File: src/rtl/extremum_pkg.sv
// Shared types and constants for the windowed min/max tracker.
package extremum_pkg;

   localparam int EXT_DATA_W = 8;   // sample width (only 8 supported)
   localparam int EXT_WINDOW = 8;   // default samples per window

   typedef enum logic [1:0] {
      IDLE  = 2'd0,
      ACCUM = 2'd1,
      DONE  = 2'd2
   } state_t;

   // Registered window result; values keep MSB at bit 0 like the ports.
   typedef struct packed {
      logic [0:EXT_DATA_W-1] max_val;
      logic [0:EXT_DATA_W-1] min_val;
      logic [7:0]            max_idx;
      logic [7:0]            min_idx;
   } result_t;

endpackage

File: src/rtl/eight_comparator_BCS.sv
// Unsigned 8-bit magnitude comparator, MSB at bit 0.
// e: a == b, l: a < b.
module eight_comparator_BCS (
   input  logic [0:7] a,
   input  logic [0:7] b,
   output logic       e,
   output logic       l
);

   // Scan from the MSB; the first differing bit decides the ordering.
   always_comb begin
      e = 1'b1;
      l = 1'b0;
      for (int i = 0; i < 8; i++) begin
         if (e && (a[i] != b[i])) begin
            l = b[i];
            e = 1'b0;
         end
      end
   end

endmodule

File: src/rtl/extremum_tracker.sv
// Tracks max/min value and index of a window of WINDOW unsigned samples.
module extremum_tracker
   import extremum_pkg::*;
#(
   parameter int WINDOW = EXT_WINDOW,
   parameter int DATA_W = EXT_DATA_W
) (
   input  logic              clk,
   input  logic              rst,
   input  logic              start,
   input  logic              in_valid,
   input  logic [0:DATA_W-1] in_data,
   output logic              in_ready,
   output logic              busy,
   output logic              done,
   output logic [0:DATA_W-1] max_val,
   output logic [0:DATA_W-1] min_val,
   output logic [7:0]        max_idx,
   output logic [7:0]        min_idx
);

   localparam logic [7:0] LAST = 8'(WINDOW - 1);

   state_t     state, state_n;
   logic [7:0] cnt;
   result_t    res;
   logic       max_e, max_l, min_e, min_l;
   logic       accept;

   // start always wins over a sample presented in the same cycle
   assign accept = (state == ACCUM) && in_valid && !start;

   eight_comparator_BCS u_cmp_max (.a(in_data), .b(res.max_val), .e(max_e), .l(max_l));
   eight_comparator_BCS u_cmp_min (.a(in_data), .b(res.min_val), .e(min_e), .l(min_l));

   // State register
   always_ff @(posedge clk or posedge rst) begin
      if (rst) state <= IDLE;
      else     state <= state_n;
   end

   // Next state and state-decoded status outputs
   always_comb begin
      state_n  = state;
      in_ready = 1'b0;
      busy     = 1'b0;
      done     = 1'b0;
      case (state)
         IDLE: begin
            if (start) state_n = ACCUM;
         end
         ACCUM: begin
            in_ready = 1'b1;
            busy     = 1'b1;
            if (accept && (cnt == LAST)) state_n = DONE;
         end
         DONE: begin
            done = 1'b1;
            if (start) state_n = ACCUM;
         end
         default: state_n = IDLE;
      endcase
   end

   // Sample counter and extremum registers; values survive a restart
   // until the first sample of the new window overwrites them.
   always_ff @(posedge clk or posedge rst) begin
      if (rst) begin
         cnt <= '0;
         res <= '0;
      end else if (start) begin
         cnt <= '0;
      end else if (accept) begin
         cnt <= cnt + 8'd1;
         if (cnt == 8'd0) begin
            res.max_val <= in_data;
            res.min_val <= in_data;
            res.max_idx <= 8'd0;
            res.min_idx <= 8'd0;
         end else begin
            // strictly greater / strictly less, so ties keep the earlier index
            if (!max_e && !max_l) begin
               res.max_val <= in_data;
               res.max_idx <= cnt;
            end
            // l already excludes equality; e is folded in for clarity
            if (min_l && !min_e) begin
               res.min_val <= in_data;
               res.min_idx <= cnt;
            end
         end
      end
   end

   assign max_val = res.max_val;
   assign min_val = res.min_val;
   assign max_idx = res.max_idx;
   assign min_idx = res.min_idx;

endmodule

File: config.mk
export PLATFORM = sky130hd
export DESIGN_NAME = extremum_tracker
export DESIGN_NICKNAME = d
export VERILOG_FILES = /design/src/rtl/extremum_pkg.sv /design/src/rtl/eight_comparator_BCS.sv /design/src/rtl/extremum_tracker.sv
export SDC_FILE = /design/constraint.sdc
export NUM_CORES = 1
export LEC_CHECK = 0
export ABC_AREA = 1
export CORE_ASPECT_RATIO = 0.9
export CORE_MARGIN = 8
export CORE_UTILIZATION = 52
export CTS_CLUSTER_DIAMETER = 40
export DETAILED_ROUTE_END_ITERATION = 8
export PLACE_DENSITY = 0.8
export RECOVER_POWER = 50
export SLEW_MARGIN = 20
export SYNTH_ARGS = -nofsm -noshare
export SYNTH_HDL_FRONTEND = slang
export SYNTH_HIERARCHICAL = 1
export SYNTH_SLANG_ARGS = --single-unit
export TNS_END_PERCENT = 10
File: constraint.sdc
create_clock -name clk -period 2.3 [get_ports clk]
set_input_delay 0.46 -clock clk [delete_from_list [all_inputs] [get_ports clk]]
set_output_delay 0.46 -clock clk [all_outputs]
set_load 0.02 [all_outputs]
==> impl_metrics.tcl <==
set metrics [dict create \
    path_common_cell "nor2_1" \
    critical_path.slowest_cell "ha_4" \
    mostFrequentLayoutCell "nand2_1" \
    clockRootBuffer "clkbuf_8" \
    r2r_slack_ns 0.19 \
    worst_pin_slew_ns 1.040 \
    maxSlewHeadroom_pct 30.65 \
    maxCapViolCount 0 \
    final_cell_mix "nand2_1, nand3_1, dfrtp_1" \
    synth_seq_cells 42 \
    power_density_nw_per_um2 745.4 \
    path_max_fanout 8 \
    clockBufferDepth 2 \
    min_path_type "reg -> reg" \
    grt_use_total_pct 19.49 \
    ctsHoldBuffers 0 \
    finalCritPeriodShare_pct 92.59 \
    vias 2489 \
    crit_path_end_kind "register" \
    reg2regPathDepth 13 \
    clk_pin_slew_ns 0.09 \
    antenna_cells 0 \
    min_to "min_idx[5]$_DFFE_PP0P_" \
    fp.dieH_um 82.11 \
    portBuffers 46 \
    ys_seq_area_share_pct 41.63 \
    htreeDepth 2 \
    drtAntennaViolNets 0 \
    synth_nets 357 \
    critical-path-max-stage-delay_ns 0.28 \
    drive_gt1_share_pct 14.39 \
    hold_viol 0 \
    core_sq_um 4775 \
    start_kind "input port" \
    outcome "finished clean" \
    cts_made_buffers 5 \
    reg2reg_from "max_val[0]$_DFFE_PP0P_" \
    path_cells "clkdlybuf4s15_1, inv_1, ha_4, nand3_1, nor2_1, nand3_1, nor2_2, inv_1, nor2_1, a21oi_1, nor2_1, o21bai_4, nand2_4, nand2_1, nand2_1" \
    start_util_pct 52.88 \
    dp_cells 461 \
    area_delta_synth_final_pct 30.77 \
    holdWs_ns 0.4693 \
    fp-row-count 24 \
    vias_per_cell 5.240 \
    finalSetupViolations 0 \
    synthDistinctLibCells 25 \
    die_x_um 89.45 \
    gp_congestion 0.8761 \
    antenna_found_initial 0 \
    max_freq_mhz 469.6 \
    hold_depth 2 \
    fin_crit_ns 2.130 \
    place_hpwl_um 4605 \
    r2r-end "max_val[0]$_DFFE_PP0P_" \
    p_leak_nw 1.761 \
    fp.dieArea_sq_um 7344 \
    cts_tree "yes" \
    critPathArrivalTime_ns 2.33 \
    syn-instance-count 341 \
    routed_wirelength_um 6631 \
    grt_pass1_wl_um 11140 \
    firstDrtPassIters 4 \
    worstHoldStart "min_idx[5]$_DFFE_PP0P_" \
    drt_iter0_drc 139 \
    final_cells 475 \
    pin_count 47 \
    finalSetupTns_ns 0 \
    peakVddDrop_mv 0.4044 \
    grt_pass1_vias 2387 \
    critical_path_class "in -> reg" \
    num-nets-final 425 \
    cp.required_ns 2.50 \
    grt_overflow 0 \
    power_w 0.002461 \
    routedWlPerCell_um 13.96 \
    clock_skew_ns 0.005867 \
    drcViolationCount 0 \
    clock-sinks 42 \
    clk_latency_ns 0.31 \
    syn_area_sq_um 2525 \
    rsz0062_at_grt "no" \
    yosys_warnings 6 \
    avgSynthCellArea_sq_um 7.404 \
    grt_max_degree 43 \
    slew_viol_final 0 \
]
==> synth_stat cells, drive strengths merged <==
cell type  number  area, sq um
nor3            4        20.02
nand3          45        237.7
buf            11        101.4
nand4           8        50.05
a21oi           5        25.02
o21ai           6        30.03
dfrtp          42         1051
o21bai          2        37.54
nand3b          2        15.01
o31ai           1        7.510
xnor2           1        8.760
ha              4        50.05
nand2         142        575.6
inv            38        142.6
nor2           25        141.4
or2             5        31.28
==> cell families after synthesis <==
family	Yosys count	synth area share [%]
and+or+nand+nor	231	42.42
adders and majority gates	4	1.982
xor gates and xnor gates	1	0.3469
buffers and inverters	49	9.663
DFF	42	41.63
AOI/OAI and AO/OA	14	3.964
==> through the flow <==
| stage | util (%) | instance area, sq um | setup slack (ns) |
|---|---|---|---|
| floorplan | - | 2525 | 0.1687 |
| global placement | 65.25 | 3115 | -0.4198 |
| detailed placement | 65.25 | 3115 | -0.5260 |
| CTS | 69.03 | 3296 | 0.08830 |
| global route | 69.16 | 3302 | 0.01016 |
| finish | 69.16 | 3302 | 0.1704 |
==> worst max path at each step <==
| stage | slack (ns) | start | depth (start not counted) | endpoint |
|---|---|---|---|---|
| floorplan | 0.17 | min_val[0]$_DFFE_PP0P_ | 14 | min_val[1]$_DFFE_PP0P_ |
| CTS | 0.09 | in_data[1] | 15 | min_idx[4]$_DFFE_PP0P_ |
| global route | 0.01 | min_val[0]$_DFFE_PP0P_ | 13 | min_val[0]$_DFFE_PP0P_ |
| finish | 0.17 | in_data[0] | 15 | max_val[0]$_DFFE_PP0P_ |
| detailed placement | -0.53 | in_data[0] | 15 | min_idx[4]$_DFFE_PP0P_ |
| global placement | -0.42 | in_data[0] | 15 | min_val[3]$_DFFE_PP0P_ |
==> critical path: cells and delay by family <==
family / cells / cell delay (ns)
compound gates: 2 / 0.25
fa+ha+maj: 1 / 0.28
buf+inv: 3 / 0.39
simple gates: 9 / 0.95
==> sequential cells by signal, summed over array words and instances, names as in the netlist <==
signal,cells
cnt,8
max_idx,8
max_val,8
min_idx,8
min_val,8
state,2
==> where the power goes <==
part,switching (W),internal (W)
clock network,0.000280,0.000213
registers,0.000104,0.000830
logic,0.000570,0.000464
==> per-layer routing <==
metal	vias up	wire, um	track usage (%)
li1	1211	-	-
met1	1177	2891	24.61
met2	94	3143	32.62
met3	7	515	4.550
met4	0	80	5.638
met5	-	0	0
==> cell type report <==
class                           count  area [sq um]
Tap cell                           65         81.33
Multi-Input combinational cell    252          1277
Fill cell                         380          1473
Clock buffer                        5         68.82
Timing Repair Buffer               70         659.4
Inverter                           38         142.6
Clock inverter                      3         21.27
Sequential cell                    42          1051
==> timing repair <==
action,4_1_cts,5_1_grt
resized for setup,13,6
endpoints found under the setup margin,32,32
gates cloned,3,0
buffers inserted,2,1
pin swaps,2,0
No activity file was read; power rests on OpenSTA's default activity.
